### config.mk
export PLATFORM = sky130hd
export DESIGN_NAME = inst_fetch
export DESIGN_NICKNAME = d
export VERILOG_FILES = /design/src/rtl/inst_fetch.sv
export SDC_FILE = /design/constraint.sdc
export NUM_CORES = 1
export LEC_CHECK = 0
export ABC_AREA = 1
export CAP_MARGIN = 30
export CORE_MARGIN = 5
export CORE_UTILIZATION = 49
export DETAILED_ROUTE_END_ITERATION = 7
export GPL_TIMING_DRIVEN = 1
export PLACE_DENSITY = 0.81
export SYNTH_ARGS = -nofsm -noshare
export SYNTH_HDL_FRONTEND = slang
export SYNTH_SLANG_ARGS = --single-unit
### constraint.sdc
create_clock -name clk -period 6 [get_ports clk]
set_input_delay 1.2 -clock clk [delete_from_list [all_inputs] [get_ports clk]]
set_output_delay 1.2 -clock clk [all_outputs]
set_load 0.02 [all_outputs]
### src/rtl/inst_fetch.sv
// Instruction-fetch stage: owns the PC, drives the ROM read port and loads the IF/ID register.
// Optional misaligned-fetch detection is compiled in with INST_FETCH_ALIGN_CHECK_EN.
module inst_fetch #(
    parameter logic [31:0] RESET_PC = 32'h0000_0000,
    parameter logic [31:0] PC_STEP  = 32'd4
) (
    input  logic        clk,
    input  logic        rst,
    input  logic        stall,
    input  logic        branch_flag,
    input  logic [31:0] branch_target,
    input  logic        flush,
    input  logic [31:0] flush_pc,
    input  logic [31:0] rom_data,
    output logic        rom_ce,
    output logic [31:0] rom_addr,
    output logic [31:0] id_pc,
    output logic [31:0] id_inst,
    output logic        id_valid,
    output logic [31:0] fetch_cnt
`ifdef INST_FETCH_ALIGN_CHECK_EN
    ,
    output logic        fetch_adel
`endif
);

    typedef enum logic [1:0] {
        ST_IDLE  = 2'd0,
        ST_FETCH = 2'd1,
        ST_HOLD  = 2'd2
    } state_t;

    state_t      state_r;
    state_t      state_nxt_s;
    logic [31:0] pc_r;
    logic [31:0] pc_nxt_s;
    logic [31:0] next_pc_s;
    logic        rom_ce_r;
    logic        rom_ce_nxt_s;
    logic        pend_valid_r;
    logic [31:0] pend_target_r;
    logic [31:0] id_pc_r;
    logic [31:0] id_inst_r;
    logic        id_valid_r;
    logic [31:0] fetch_cnt_r;
    logic        commit_s;
    logic        pend_load_s;
    logic        misaligned_s;

    // Redirect selection and the decision whether this edge commits an instruction.
    always_comb begin
        commit_s    = 1'b0;
        pend_load_s = 1'b0;
        next_pc_s   = pc_r + PC_STEP;
        if (branch_flag) begin
            next_pc_s = branch_target;
        end else if (pend_valid_r) begin
            next_pc_s = pend_target_r;
        end else begin
            next_pc_s = pc_r + PC_STEP;
        end
        if ((state_r == ST_FETCH) && !stall && !flush) begin
            commit_s = 1'b1;
        end else begin
            commit_s = 1'b0;
        end
        // A redirect that cannot be taken on this edge is parked until the next commit.
        if (branch_flag && !flush && !commit_s) begin
            pend_load_s = 1'b1;
        end else begin
            pend_load_s = 1'b0;
        end
    end

    // Misaligned-PC detection, only meaningful when the check is compiled in.
    always_comb begin
        misaligned_s = 1'b0;
`ifdef INST_FETCH_ALIGN_CHECK_EN
        if (pc_r[1:0] != 2'b00) begin
            misaligned_s = 1'b1;
        end else begin
            misaligned_s = 1'b0;
        end
`endif
    end

    // Next-state, next-PC and next read-enable.
    always_comb begin
        state_nxt_s  = state_r;
        pc_nxt_s     = pc_r;
        rom_ce_nxt_s = 1'b0;
        if (flush) begin
            state_nxt_s = ST_FETCH;
        end else begin
            case (state_r)
                ST_IDLE:  state_nxt_s = ST_FETCH;
                ST_FETCH: state_nxt_s = stall ? ST_HOLD : ST_FETCH;
                ST_HOLD:  state_nxt_s = stall ? ST_HOLD : ST_FETCH;
                default:  state_nxt_s = ST_IDLE;
            endcase
        end
        if (flush) begin
            pc_nxt_s = flush_pc;
        end else if (commit_s) begin
            pc_nxt_s = next_pc_s;
        end else begin
            pc_nxt_s = pc_r;
        end
`ifdef INST_FETCH_ALIGN_CHECK_EN
        rom_ce_nxt_s = (state_nxt_s != ST_IDLE) && (pc_nxt_s[1:0] == 2'b00);
`else
        rom_ce_nxt_s = (state_nxt_s != ST_IDLE);
`endif
    end

    // State, PC and ROM enable registers.
    always_ff @(posedge clk or posedge rst) begin
        if (rst) begin
            state_r  <= ST_IDLE;
            pc_r     <= RESET_PC;
            rom_ce_r <= 1'b0;
        end else begin
            state_r  <= state_nxt_s;
            pc_r     <= pc_nxt_s;
            rom_ce_r <= rom_ce_nxt_s;
        end
    end

    // Pending redirect captured while the fetch cannot advance.
    always_ff @(posedge clk or posedge rst) begin
        if (rst) begin
            pend_valid_r  <= 1'b0;
            pend_target_r <= 32'h0000_0000;
        end else if (flush) begin
            pend_valid_r  <= 1'b0;
            pend_target_r <= pend_target_r;
        end else if (pend_load_s) begin
            pend_valid_r  <= 1'b1;
            pend_target_r <= branch_target;
        end else if (commit_s) begin
            pend_valid_r  <= 1'b0;
            pend_target_r <= pend_target_r;
        end else begin
            pend_valid_r  <= pend_valid_r;
            pend_target_r <= pend_target_r;
        end
    end

    // IF/ID pipeline register; the delay-slot word is never squashed.
    always_ff @(posedge clk or posedge rst) begin
        if (rst) begin
            id_pc_r    <= 32'h0000_0000;
            id_inst_r  <= 32'h0000_0000;
            id_valid_r <= 1'b0;
        end else if (flush) begin
            id_pc_r    <= id_pc_r;
            id_inst_r  <= 32'h0000_0000;
            id_valid_r <= 1'b0;
        end else if (commit_s && misaligned_s) begin
            id_pc_r    <= pc_r;
            id_inst_r  <= 32'h0000_0000;
            id_valid_r <= 1'b0;
        end else if (commit_s) begin
            id_pc_r    <= pc_r;
            id_inst_r  <= rom_data;
            id_valid_r <= 1'b1;
        end else begin
            id_pc_r    <= id_pc_r;
            id_inst_r  <= id_inst_r;
            id_valid_r <= id_valid_r;
        end
    end

    // Committed-instruction counter, wraps naturally at 2^32.
    always_ff @(posedge clk or posedge rst) begin
        if (rst) begin
            fetch_cnt_r <= 32'h0000_0000;
        end else if (commit_s && !misaligned_s) begin
            fetch_cnt_r <= fetch_cnt_r + 32'd1;
        end else begin
            fetch_cnt_r <= fetch_cnt_r;
        end
    end

`ifdef INST_FETCH_ALIGN_CHECK_EN
    logic fetch_adel_r;

    // Address-error pulse for the cycle after a misaligned fetch attempt.
    always_ff @(posedge clk or posedge rst) begin
        if (rst) begin
            fetch_adel_r <= 1'b0;
        end else begin
            fetch_adel_r <= commit_s && misaligned_s;
        end
    end

    assign fetch_adel = fetch_adel_r;
`endif

    assign rom_ce    = rom_ce_r;
    assign rom_addr  = pc_r;
    assign id_pc     = id_pc_r;
    assign id_inst   = id_inst_r;
    assign id_valid  = id_valid_r;
    assign fetch_cnt = fetch_cnt_r;

endmodule
Word-level counts from Yosys, hierarchy flattened
Index checks and enable logic that the tools add are counted.

storage, ports and cells
  word-level logic and storage cells = 44
  input bits = 101
  register bits after elaboration = 165
  output and inout port bits = 130

operators by class
  add/subtract/negate cells = 2
  eq/ne operators = 2
  bitwise operators = 1
  reduce and logical (&&, ||, !) cells = 14
  mux-type cells = 16

operators with widths
  cell                                            count
  two-way mux 32 bit                              6
  adder 32 x 1 -> 32 bit (second input constant)  1
  adder 32 x 3 -> 32 bit (second input constant)  1
  two-way mux 1 bit                               7
  logical AND 1 bit                               4
  two-way mux 2 bit                               2
  one-hot mux 2 bit (2 select lines)              1
  AND reduction 2 bit                             2
  nonzero test 2 bit                              2
  logical NOT 1 bit                               3
  nonzero test 3 bit                              1
  == test 2 x 1 -> 1 bit (second input constant)  1
  == test 2 bit (second input constant)           1
  logical NOT 2 bit                               1
  OR reduction 2 bit                              1
  NOT 1 bit                                       1

Depth between registers and ports, before layout
  word-level depth = 9
  gate-level depth with buffers = 11
  depth with buffers taken out = 10

Worst setup path before layout
Ideal clock, no wire load.

  kind = input -> register
  start = in stall
  end = reg fetch_cnt_r[24], in the netlist fetch_cnt[24]
  path buffers = 0
  arrival time = 2.084 ns
  setup slack = 3.785 ns
  stages = 9
  cells stage by stage = inv_2 nand2_2 nor2_4 nand2_2 nor2_4 nand2_2 nor2_2 nand3_1 xnor2_1

between the ends
  word-level cells in the longest chain between the ends = 4

RTL lines
  what                            RTL line  text
  start: declaration              9         input logic stall,
  logical NOT 1 bit               62        if ((state_r == ST_FETCH) && !stall && !flush) begin
  logical AND 1 bit (2 in a row)  62
  two-way mux 1 bit               62
  end signal: assignment          179       fetch_cnt_r <= fetch_cnt_r + 32'd1;
  end signal: assignment          181       fetch_cnt_r <= fetch_cnt_r;
  end: declaration                45        logic [31:0] fetch_cnt_r;

Every way passes these cells.
A chain may end at the register's enable or synchronous reset.

Worst setup path in the final report
  start = in flush
  end = reg pc_r[0], in the netlist rom_addr[0]

between the ends
  word-level cells in the longest chain between the ends = 4
  elaborated cells on any way between the ends = 5
  those cells by class = 2 x mux; 3 x reduce/logical

RTL lines
  what                                 RTL line  text
  start: declaration                   12        input logic flush,
  logical NOT 1 bit                    62
  logical AND 1 bit                    62
  two-way mux 1 bit                    62
  nonzero test 2 bit (no source line)  -
  end signal: assignment               124       pc_r <= pc_nxt_s;
  end: declaration                     35        logic [31:0] pc_r;

Several ways; a longest one is shown, not always the timed one.

==> run metrics <==
period utilization=0.544; DP HPWL=18600 um; TritonCTS buffer count=17; starting density of the core=0.500; die width=~140 um; most frequent cell after synthesis=nand2_1; static leakage=4.98 nW; clock buffer depth=2; core region area=between 0.015 and 0.02 sq mm; Placed Instances=1418; CP delay by family, top=buffers and inverters; wire per inst=17.2 um; nets=roughly 1300; global route overflow=0; DRC=0; diode count=0; IO Pins=231; critical setup path kind=in -> reg; Synth top area share=0.498; overall power=3.58 mW; Seq/Total Area, Yosys=0.498; CP Max Fanout=31; die height=140 um; Max-slew headroom=0.341; FF-to-FF path depth=9; DR iter-0 viols=719; worst hold path type=reg -> reg; first-pass GRT wire length=39400 um; CTS Sinks=165; Skew-Pair Late Insertion Delay=between 0.4 and 0.5 ns; Worst Max-Slew Pin Slew=0.986 ns; Post-CTS Hold Buffers=0; Slowest-stage cell, CP=clkdlybuf4s50_1; Top FF cell, synth=dfrtp_1; Syn Inst Count=1004; hold path startpoint=id_pc[4]; H-tree Lvls=4; footprint of the multi-input gates=0.00357 sq mm; syn nets=1110; Initial DRT Pass Iterations=5; asr flop ratio synth=1.00; final slew viol count=0; die area=0.0196 sq mm; Setup-failing EPs final=0; Critical R2R Capture=rom_addr[0]; Worst R2R Start=state_r[0]; hold depth=2; P&R area growth vs syn=36.2%; vias=7863; Synth warnings=0; CP endpoint kind=flop; I/O Buffers=between 200 and 250; Clock Pin Slew Worst Setup and Hold Paths=about 0.060 ns; number of synthesized flops with an enable pin=0; largest net degree at the start of global routing=94; WP data arrival=3.55 ns; Final Hold Vio Count=0; synth unique cells=35; std cell rows=47; Placer Congestion=just over 0.9; Fillers=1365; setup TNS=0 ns; Vias/cell=5.42; VDD IR max=227 uV; CTS tree=built; reg2reg setup slack=3.58 ns; Seq. cell area=0.00413 sq mm; critical-path cell list=clkdlybuf4s50_1 > nor2_4 > inv_2 > o21ai_0 > inv_1 > nor2_1 > a41oi_1; Worst Hold Endpoint=id_pc[4]; layout cells sized above 1=0.0585; Max Fclk=approximately 300 MHz; ANT nets after route=0; synth cell count leaders=257 x nand2_1, 165 x dfrtp_1, 96 x inv_1, 95 x nor2_1, 79 x o21ai_0; CTS resizes=0; max_cap viols=0; initial antenna violation count=0; vias in the first global route=7430; Synth Cell Area=just over 0.008 sq mm; Synth area leader=dfrtp_1; skew final=approximately 0.0083 ns; Synth Register Bits=165; CP Launch Type=input port; unrepaired setup endpoints after global routing=false; Worst path max stage delay=0.76 ns; total track usage=0.250; worst path bufs/invs=3; final cell count without fillers=1450; mean post-synth cell area=8.25 sq um; Final min period=3.26 ns; clock root cell=clkbuf_16; Req. time, crit path=6.29 ns; power density cells=around 320 mW/mm^2; ranking of synthesized cells by area=dfrtp_1 50%, nand2_1 12%, o21ai_0 4.8%, inv_1 4.3%, nor2_1 4.3%; run status=finished, final reports clean; post-CTS setup buffers=0; Post-Route WL=between 20000 and 25000 um
==> flip-flops by register name, indices dropped and copies added (netlist names) <==
signal	cells
fetch_cnt	32
id_valid	1
id_pc	32
pend_valid_r	1
pend_target_r	32
rom_addr	32
rom_ce	1
id_inst	32
state_r	2
==> cells in the final DEF, fill, tap and decap left out, types with 2 or more instances in the layout <==
cell	n
a21oi_1	48
a221oi_1	26
a22o_1	32
a22oi_1	12
a31oi_1	3
a41oi_1	2
buf_4	7
clkbuf_1	4
clkbuf_16	17
clkbuf_8	4
clkdlybuf4s50_1	230
clkinv_2	2
clkinvlp_4	3
dfrtp_1	165
ha_1	5
inv_1	95
inv_2	4
nand2_1	257
nand2_2	7
nand3_1	50
nand3_2	2
nand3b_1	2
nand4_1	8
nor2_1	95
nor2_2	11
nor2_4	6
nor3_1	7
nor3_2	3
o21ai_0	79
o21ai_1	2
o22ai_1	4
xnor2_1	11
xor2_1	18
==> kinds of logic after synthesis <==
kind of cell / Yosys count / share of synthesized area
adders and majority gates: 5 / 0.00755
DFF: 165 / 0.498
buffers and inverters: 144 / 0.0711
AOI/OAI and AO/OA: 210 / 0.159
xor gates and xnor gates: 29 / 0.0306
muxes: 1 / 0.00136
and+or+nand+nor: 450 / 0.232
==> worst reg2reg max path: stages, from the launching register on <==
cell and delay, ns:
dfrtp_1 0.40, ha_1 0.21, nand2_2 0.12, inv_2 0.13
nor2_4 0.56, inv_2 0.36, o21ai_0 0.20, inv_1 0.12
nor2_1 0.12, a41oi_1 0.06
==> worst max path at each step <==
stage / to / startpoint / depth (start not counted) / slack [ns]
floorplan: fetch_cnt[0] / rst / 1 / 0.34
global placement: pend_target_r[3] / flush / 5 / 2.45
detailed placement: rom_addr[5] / flush / 5 / 2.33
CTS: rom_addr[5] / flush / 5 / 2.77
global route: rom_addr[1] / flush / 7 / 2.55
finish: rom_addr[0] / flush / 7 / 2.74
==> per-stage QoR <==
step                instance area, sq um  hold slack (ns)  setup WS (ns)  utilization
global route                       11300            0.511           2.55        0.681
floorplan                           8290            0.473          0.338            -
CTS                                11300            0.473           2.77        0.681
finish                             11300            0.471           2.74        0.681
global placement                   10700            0.454           2.45        0.646
detailed placement                 10700            0.458           2.33        0.647
==> power breakdown <==
part           switching (mW)  leakage [nW]  internal [mW]
sequential              0.165          2.08           1.30
combinational           0.611          2.62          0.459
clock                   0.427         0.269          0.615
==> routing by layer <==
layer / vias to the layer above / track usage / wire [um]
li1: 3757 / - / -
met1: 3669 / 0.334 / 10500
met2: 384 / 0.407 / 11800
met3: 53 / 0.0504 / 2000
met4: 0 / 0.0898 / 673
met5: - / 0 / 0
==> layout make-up <==
type | count | share of cell area
Clock buffer | 25 | 0.0439
Clock inverter | 7 | 0.00632
Inverter | 100 | 0.0337
Multi-Input combinational cell | 695 | 0.316
Sequential cell | 165 | 0.366
Tap cell | 220 | 0.0244
Timing Repair Buffer | 238 | 0.210
Power figures use the tool's default switching activity.
